`config.mk`:
```
export PLATFORM = sky130hd
export DESIGN_NAME = m32b_8b
export DESIGN_NICKNAME = d
export VERILOG_FILES = /design/src/rtl/m32b_8b.sv
export SDC_FILE = /design/constraint.sdc
export NUM_CORES = 1
export LEC_CHECK = 0
export BUFFER_PORTS_ARGS = -buffer_cell sky130_fd_sc_hd__buf_2
export CAP_MARGIN = 10
export CORE_AREA = 2 2 83 85
export DETAILED_ROUTE_END_ITERATION = 16
export DIE_AREA = 0 0 85 87
export MAX_ROUTING_LAYER = met4
export PLACE_DENSITY = 0.74
export SLEW_MARGIN = 20
export SYNTH_ARGS = -nofsm -noshare
export SYNTH_HDL_FRONTEND = slang
export SYNTH_SLANG_ARGS = --single-unit
```
`constraint.sdc`:
```
create_clock -name clk_4f -period 1.6 [get_ports clk_4f]
set_input_delay 0.08 -clock clk_4f [delete_from_list [all_inputs] [get_ports clk_4f]]
set_output_delay 0.08 -clock clk_4f [all_outputs]
set_load 0.05 [all_outputs]
```
`src/rtl/m32b_8b.sv`:
```
// m32b_8b: 32-bit word to 8-bit byte-stream width converter with a one-word
// holding buffer, so a continuous word stream is emitted without bubbles.
module m32b_8b #(
    parameter bit MSB_FIRST = 1'b1
) (
    input  logic        clk_4f,
    input  logic        reset_L,
    input  logic [31:0] data_in,
    input  logic        valid_in,
    output logic        ready_out,
    output logic [7:0]  data_out,
    output logic        valid_out,
    input  logic        ready_in,
    output logic        first_byte_out
);

    localparam int unsigned W_WORD = 32;
    localparam int unsigned W_BYTE = 8;
    localparam int unsigned W_CNT  = 2;
    localparam logic [W_CNT-1:0] LAST_IDX = W_CNT'(3);

    logic [W_WORD-1:0] sr_q, sr_d;
    logic [W_WORD-1:0] hold_q, hold_d;
    logic [W_CNT-1:0]  cnt_q, cnt_d;
    logic              busy_q, busy_d;
    logic              hold_valid_q, hold_valid_d;

    logic              accept;
    logic              xfer;
    logic              sr_free;
    logic [W_CNT-1:0]  byte_sel;

    // State registers; reset discards any partial word and the held word
    always_ff @(posedge clk_4f or negedge reset_L) begin
        if (!reset_L) begin
            sr_q         <= '0;
            hold_q       <= '0;
            cnt_q        <= '0;
            busy_q       <= 1'b0;
            hold_valid_q <= 1'b0;
        end else begin
            sr_q         <= sr_d;
            hold_q       <= hold_d;
            cnt_q        <= cnt_d;
            busy_q       <= busy_d;
            hold_valid_q <= hold_valid_d;
        end
    end

    // Handshakes: the shift word frees when idle or on its last byte transfer
    always_comb begin
        accept  = valid_in & ready_out;
        xfer    = busy_q & ready_in;
        sr_free = ~busy_q | (xfer & (cnt_q == LAST_IDX));
    end

    // Next-state: advance byte index, refill shift word, park a word in HOLD
    always_comb begin
        sr_d         = sr_q;
        hold_d       = hold_q;
        cnt_d        = cnt_q;
        busy_d       = busy_q;
        hold_valid_d = hold_valid_q;

        if (xfer && (cnt_q != LAST_IDX)) begin
            cnt_d = cnt_q + W_CNT'(1);
        end

        if (sr_free) begin
            if (hold_valid_q) begin
                // HOLD has priority so word order is preserved
                sr_d         = hold_q;
                hold_valid_d = 1'b0;
                cnt_d        = '0;
                busy_d       = 1'b1;
            end else if (accept) begin
                sr_d   = data_in;
                cnt_d  = '0;
                busy_d = 1'b1;
            end else begin
                cnt_d  = '0;
                busy_d = 1'b0;
            end
        end else if (accept) begin
            hold_d       = data_in;
            hold_valid_d = 1'b1;
        end
    end

    // Output decode from registers only; byte order set by MSB_FIRST
    always_comb begin
        ready_out      = reset_L & ~hold_valid_q;
        valid_out      = busy_q;
        first_byte_out = busy_q & (cnt_q == '0);
        byte_sel       = MSB_FIRST ? (LAST_IDX - cnt_q) : cnt_q;
        data_out       = '0;
        if (busy_q) begin
            case (byte_sel)
                2'd0:    data_out = sr_q[7:0];
                2'd1:    data_out = sr_q[15:8];
                2'd2:    data_out = sr_q[23:16];
                default: data_out = sr_q[31:24];
            endcase
        end
    end

endmodule

```
### Word-level counts from Yosys, hierarchy flattened

Cells that the tools add are included.
W data, S select, Z words.

| cells by class | value |
|---|---|
| mux-type cells | 10 |
| add/subtract/negate cells | 2 |
| eq/ne operators | 4 |
| reduce and logical (&&, ||, !) cells | 8 |
| bitwise logic cells | 9 |

Operator list:

| cell | number |
|---|---|
| $mux W32 | 2 |
| $pmux W8 S3 | 1 |
| $mux W8 | 1 |
| $reduce_bool A2 Y1 | 3 |
| $and A1 B1 Y1 | 5 |
| $eq A2 B2 Y1 const B | 2 |
| $logic_not A2 Y1 | 2 |
| $mux W1 | 4 |
| $mux W2 | 2 |
| $reduce_and A2 Y1 | 2 |
| $not A1 Y1 | 3 |
| $add A2 B1 Y2 const B | 1 |
| $eq A2 B1 Y1 const B | 1 |
| $ne A2 B2 Y1 const B | 1 |
| $sub A2 B2 Y2 const A | 1 |
| $logic_and A1 B1 Y1 | 1 |
| $or A1 B1 Y1 | 1 |

| word-level totals | value |
|---|---|
| register bits | 68 |
| input port bits | 36 |

### Logic depth before layout (Yosys ltp)

Gate-level depths: netlist of run 1.

| logic depth | value |
|---|---|
| depth after elaboration | 5 |
| gate-level depth with buffers | 6 |
| mapped depth without buffers | 5 |

### Least setup slack after synthesis of run 1

OpenSTA, ideal clock, no wires.

| timing path | value |
|---|---|
| path type | reg2out |
| from | register cnt_q[0] |
| to | output data_out[5] |
| cell stages (with the launch flop) | 7 |
| buffers on the path | 1 |
| setup slack | -0.407 ns |
| data required time | 1.520 ns |
| data arrival time | 1.927 ns |
| cells stage by stage | dfrtp_1 inv_1 ha_1 inv_1 clkbuf_1 o21ai_0 a21oi_1 |

| on the way | value |
|---|---|
| word-level cells in the longest chain between the ends | 4 |
| elaborated cells between the ends (all ways) | 6 |
| classes of those cells | add/sub: 1; eq/ne: 2; mux: 2; reduce/logical: 1 |

RTL lines:

| element | line | RTL |
|---|---|---|
| from (decl) | 24 | `logic [W_CNT-1:0] cnt_q, cnt_d;` |
| from (signal assigned) | 44 | `cnt_q <= cnt_d;` |
| $sub A2 B2 Y2 (*) | 95 | `byte_sel = MSB_FIRST ? (LAST_IDX - cnt_q) : cnt_q;` |
| $eq A2 B2 Y1, or another cell as far along | 98 | `case (byte_sel)` |
| $pmux W8 S3 (*) | 98 |  |
| $mux W8 (*) | 97 | `if (busy_q) begin` |
| to (decl) | 11 | `output logic [7:0] data_out,` |

Every way passes the cells marked *; elsewhere a longest branch is shown, timed or not.

### Final worst setup path of run 1

Ends and elaborated chain as after synthesis.

==> qor.csv, run 1 <==
metric,value,unit
final_nets,380,
rows,30,
hp-class,input pin to asynchronous set/reset pin,
violations,negative setup slack,
netlist_area,0.00320,mm²
setup-tns-final,-16.60,ns
syn_nets,268,
max-vdd-ir-drop,0.00116,V
grt_max_degree,67,
fin_ws,-0.380,ns
wl_per_cell,19.3,µm
hold_slack,0.00746,ns
crit_chain,inv_1 -> ha_1 -> clkinvlp_4 -> buf_4 -> o21ai_0 -> a21oi_2 -> buf_2,
grt_usage,24.1,%
cts_buffer_depth,2,
drv_slew,0,
drc,0,
ff_latch_area,0.00170,mm²
globalRouteOverflowTotal,0,
max-cap-violations,0,
path_buf_inv,4,
die-area,0.00740,mm²
crit_type,flop to output port,
yosys.cell_types.count,21,
yosys.area_share.xor_xnor,0,%
power_leakage,0.00214,µW
cp_max_fo,5,
ant_nets,0,
synth_top_family_by_area,multiplexers,
min_period,1.98,ns
routed_wl,8170,µm
route.vias.total,2342,
cts_made_buffers,9,
start_kind,flop,
core-area,0.00657,mm²
hpwlAfterDp,4340,µm
crit_required,1.52,ns
die_x,85,µm
grt_pass1_vias,2525,
critPathSlowestCell,dfrtp_1,
syn_inst,227,
cts_tree,built,
critical_path.endpoint_type,output port,
areaGrowthSynthToFinish,48.7,%
place_area,0.00370,mm²
chipHeight,87,µm
insertion_delay,0.35,ns
synth-compound-area-share,5.94,%
fill_cells,414,
ys_warn_count,0,
clk_pin_slew,0.07,ns
place.gp.congestion,0.829,
h-tree-depth,3,
cellPowerDensity,2160,mW/mm²
fmax,505,MHz
setup_viol,73,
yosysSeqAreaShare,53.1,%
grt_setup_unrepaired,true,
crit_arrival,1.90,ns
viasPerCell,5.52,
synth-simple-area-share,1.99,%
relSlewSlack,44.0,%
antenna_cells,0,
initial_core_util,48.8,%
synth.avg_cell_area,14.1,µm²
synth_mux_area_share,34.0,%
ys_ff_latch,68,
drive_gt1_share,61.3,%
final.setup_skew,0.00717,ns
tightest_slew,0.841,ns
grt_pass1_wl,12900,µm
max_stage_delay,0.42,ns
cts.sinks,68,
num_io_pins,47,
path_delay_family,buffers and inverters,
stdcell_area,0.00477,mm²
hold_violations,0,
synthAdderAreaFrac,1.95,%
antenna_found_initial,0,
fin_crit_sh,124,%
multi_input_area,0.00163,mm²
drt_iter0_markers,136,
status,finished with violations,
port_buffers,46,
cts-root-buf,clkbuf_8,
first_pass_iters,7,
==> cells in the mapped netlist <==
master | n | area (µm²)
buf_6 | 3 | 33.8
o22ai_1 | 1 | 6.26
mux2_2 | 93 | 1050
a21oi_2 | 1 | 8.76
buf_2 | 4 | 20.0
mux2_1 | 3 | 33.8
inv_1 | 3 | 11.3
and2_1 | 2 | 12.5
nor2b_1 | 2 | 12.5
a21bo_2 | 1 | 10.0
a21oi_1 | 9 | 45.0
nor3_4 | 1 | 16.3
mux2i_1 | 1 | 10.0
o21ai_0 | 8 | 40.0
dfrtp_1 | 68 | 1700
nand2_1 | 4 | 15.0
ha_1 | 5 | 62.6
clkbuf_1 | 6 | 22.5
a222oi_1 | 8 | 80.1
nor2_1 | 2 | 7.51
buf_1 | 2 | 7.51
==> through the flow <==
step / util, % / worst slack [ns] / total power, µW / cells
global route: 72.6 / -0.493 / 10800 / 424
CTS: 71.9 / -0.393 / 10000 / 424
floorplan: - / -0.123 / 6010 / 227
detailed placement: 56.4 / -0.216 / 7190 / 358
finish: 72.6 / -0.380 / 10300 / 424
global placement: 56.4 / -0.169 / 7070 / 358
==> worst paths after layout <==
| path | depth (start not counted) | start | to | slack (ns) |
|---|---|---|---|---|
| min reg2reg | 1 | hold_q[24] | hold_q[24] | 0.51 |
| max reg2reg | 8 | cnt_q[0] | hold_q[20] | -0.36 |
| max | 7 | cnt_q[0] | data_out[5] | -0.38 |
| min | 2 | reset_L | hold_q[30] | 0.007 |
| min in group clk_4f | 3 | valid_in | valid_out | 0.08 |
| max in group asynchronous | 2 | reset_L | hold_q[21] | 1.04 |
==> state kept, by name, summed over array words and instances, names as in the netlist <==
signal	flops
sr_q	32
hold_valid_q	1
cnt_q	2
valid_out	1
hold_q	32
==> worst register-to-register path, stage by stage (launching register included) <==
cell     delay (ns)
dfrtp_1        0.42
ha_2           0.22
buf_6          0.11
a21bo_4        0.21
nor3_4         0.17
buf_6          0.15
buf_8          0.12
buf_12         0.13
mux2_4         0.30
==> area by class of cell <==
| cell class | instances | share of cell area [%] |
|---|---|---|
| inverter | 3 | 0.315 |
| clock buffer | 10 | 2.68 |
| tap | 80 | 2.10 |
| timing repair buffer | 116 | 22.1 |
| sequential | 68 | 35.7 |
| clock inverter | 6 | 2.86 |
| multi-input combinational | 141 | 34.2 |
==> metal layers <==
metal	vias to the layer above	share of wire [%]	track usage [%]	routed length [µm]
li1	1059	-	-	-
met1	1188	41	27.3	3340
met2	70	52	40.8	4220
met3	25	4.2	6.64	347
met4	0	3.2	9.09	258
met5	-	0	-	0
==> cell families (layout without fill, tap and decap cells) <==
group                      after synthesis  after routing
muxes                                   97             97
DFF                                     68             68
AOI/OAI and AO/OA                       28             28
buffers and inverters                   18            135
and+or+nand+nor                         11             11
adders and majority gates                5              5
==> what timing repair did <==
action / in CTS / in global routing
endpoints found under the setup margin: 72 / 73
gates resized for setup: 62 / 23
hold buffers: 33 / 0
buffers inserted: 13 / 5
gates cloned: 5 / 0
hold endpoints to repair: 34 / 0
pin swaps: 12 / 3
==> where the power goes <==
part / leakage, µW / internal (µW) / total [µW] / switching [µW]
clock: 0.000127 / 1200 / 1880 / 681
combinational: 0.00120 / 2890 / 5320 / 2430
sequential: 0.000818 / 2570 / 3110 / 541
==> layout by cell type, fill, tap and decap left out, types with 3 or more instances in the layout <==
master         Yosys  routed
buf_12             0       7
dlygate4sd3_1      0      33
a21oi_4            0       3
bufinv_16          0       4
buf_6              3      13
dfrtp_1           68      67
clkbuf_8           0       9
a21oi_2            1       6
buf_4              0      21
nand2_1            4       3
a222oi_1           8       8
buf_2              4      38
o21ai_1            0       5
mux2_2            93      62
mux2_4             0      33
Power figures use the tool's default switching activity.
==> inputs of run 2 (changes only) <==
--- a/config.mk
+++ b/config.mk
@@ -5,13 +5,14 @@
 export SDC_FILE = /design/constraint.sdc
 export NUM_CORES = 1
 export LEC_CHECK = 0
+export ABC_AREA = 1
 export BUFFER_PORTS_ARGS = -buffer_cell sky130_fd_sc_hd__buf_2
 export CAP_MARGIN = 10
-export CORE_AREA = 2 2 83 85
+export CORE_AREA = 2 2 85 87
 export DETAILED_ROUTE_END_ITERATION = 16
-export DIE_AREA = 0 0 85 87
+export DIE_AREA = 0 0 87 89
 export MAX_ROUTING_LAYER = met4
-export PLACE_DENSITY = 0.74
+export PLACE_DENSITY = 0.76
 export SLEW_MARGIN = 20
 export SYNTH_ARGS = -nofsm -noshare
 export SYNTH_HDL_FRONTEND = slang
==> run 2 against run 1 <==
Against the previous run:
- global-route usage increased by 2.4 points
- the run still ends with negative setup slack left
- utilization down 2.9 points
- critical endpoint is now data_out[7]
- die area rose by 4.7%
- highest routed layer unchanged
==> qor.csv, run 2 <==
metric,value,unit
yosysSeqAreaShare,49.2,%
route.vias.total,3314,
first_pass_iters,4,
largest_registers,"hold_q: 32 flops, sr_q: 32 flops, cnt_q: 2 flops",
syn_inst,475,
die-area,0.00774,mm²
grt_max_degree,62,
fmax,590,MHz
crit_type,flop to output port,
max-cap-violations,0,
tightest_slew,0.759,ns
startpoint,cnt_q[1],
synth-edff-count,0,
cts.sinks,68,
place_area,0.00388,mm²
antenna_cells,0,
initial_core_util,51.5,%
crit_arrival,1.62,ns
fin_ws,-0.0957,ns
setup_viol,8,
dp_slack,0.0514,ns
drc,0,
cellPowerDensity,2000,mW/mm²
r2r_start,cnt_q[1],
cts_buffer_depth,2,
yosys.cell_types.count,17,
place.gp.congestion,0.896,
drt_iter0_markers,256,
fin_crit_sh,106,%
start_kind,flop,
grt_pass1_wl,15400,µm
async_flop_share,100,%
final_common_cell,nand2_1,
mostFrequentLayoutCells,"nand2_1, nand3_1, dfrtp_1",
synth.avg_cell_area,7.28,µm²
wl_per_cell,14.1,µm
die_x,87,µm
crit_required,1.52,ns
viasPerCell,5.16,
areaGrowthSynthToFinish,35.3,%
syn_nets,516,
hpwlAfterDp,6110,µm
ys_ff_latch,68,
grt_pass1_vias,3238,
rows,30,
routed_wl,9030,µm
core-area,0.00672,mm²
port_buffers,46,
synth_flop_cell,dfrtp_1,
hp-start,data_in[6],
synth_top_area_share,49.2,%
final_nets,598,
violations,negative setup slack,
chipHeight,89,µm
hold_slack,0.00412,ns
insertion_delay,0.34,ns
hold_violations,0,
grt_usage,26.4,%
synth.most_common_cell,nand2_1,
yosys.area.top_type,dfrtp_1,
status,finished with violations,
drive_gt1_share,24.4,%
max-vdd-ir-drop,0.00111,V
power,9340,µW
num_io_pins,47,
cts_made_buffers,9,
critical_path.endpoint_type,output port,
cts-root-buf,clkbuf_8,
ys_top_cells_by_count,"nand2_1, dfrtp_1, nand3_1, buf_2",
final.setup_skew,0.00810,ns
synth.area.top_cells,"dfrtp_1, nand2_1, nand3_1",
drv_slew,0,
stdcell_area,0.00468,mm²
power_leakage,0.00251,µW
globalRouteOverflowTotal,0,
ant_nets,0,
netlist_area,0.00346,mm²
min_period,1.70,ns
h-tree-depth,3,
setup-tns-final,-0.535,ns
grt_setup_unrepaired,true,
antenna_found_initial,0,
ys_warn_count,0,
cp_max_fo,8,
clk_pin_slew,0.08,ns
relSlewSlack,49.4,%
hp-class,input pin to flop,
cts_tree,built,
run 2: cell count changes in the layout (fill, tap and decap cells not counted), moves of 5 or more:
cell           before  now
a222oi_1            8    0
a21oi_4             3   13
buf_12              7    2
inv_1               2    7
nand2_2             0    7
dlygate4sd3_1      33   28
mux2_2             62    0
nand2_1             3  247
inv_2               0    8
mux2_4             33    0
nand3_1             0   67
run 2: cells by family after synthesis:
logic type	Yosys count	synth area share, %
AND/OR/NAND/NOR	325	38.2
AO/OA/AOI/OAI	28	4.23
adder cells (fa/ha/maj)	5	1.81
flip-flops	68	49.2
buffers and inverters	49	6.51
run 2: repair_timing:
action	in CTS	in global routing
endpoints found under the hold margin	34	0
pin swaps	2	6
endpoints found under the setup margin	8	63
gates resized for setup	58	26
hold buffers	28	0
setup buffers	5	1
run 2: cell type report:
cell class	instances	area (µm²)
Tap cell	80	100
Clock buffer	10	138
Multi-Input combinational cell	358	1770
Timing Repair Buffer	102	828
Fill cell	521	2040
Sequential cell	68	1700
Clock inverter	6	63.8
Inverter	18	75.1
run 2: through the flow:
step / utilization [%] / cells
after global routing: 69.6 / 642
after global placement: 57.8 / 592
final: 69.6 / 642
after CTS: 68.4 / 641
after floorplan: - / 475
after detailed placement: 57.8 / 592
run 2: worst paths after layout:
kind	to	slack, ns	cells after the start
worst max-delay path	data_out[7]	-0.1	6
worst min-delay path	hold_q[6]	0.004	3
worst max register to register	hold_q[18]	0.07	7
worst min register to register	hold_q[16]	0.47	2
max in group asynchronous	cnt_q[0]	0.36	3
min in group asynchronous	hold_q[17]	0.16	2
run 2: per-layer routing:
layer | global-route usage [%] | routed length (µm)
met2 | 39.8 | 4340
met4 | 10.4 | 188
met5 | - | 0
met1 | 37.1 | 4060
met3 | 2.77 | 443
run 2: report_power, final:
part | leakage (µW) | switching (µW) | internal, µW
Clock | 0.0000983 | 666 | 759
Combinational | 0.00156 | 2970 | 1920
Sequential | 0.000848 | 544 | 2480
Total | 0.00251 | 4180 | 5150
run 2: worst max-delay path: stages, from the launching register on:
cell	delay, ns
dfrtp_2	0.46
inv_4	0.10
ha_4	0.17
buf_12	0.15
a21oi_2	0.06
a21oi_4	0.16
buf_6	0.17
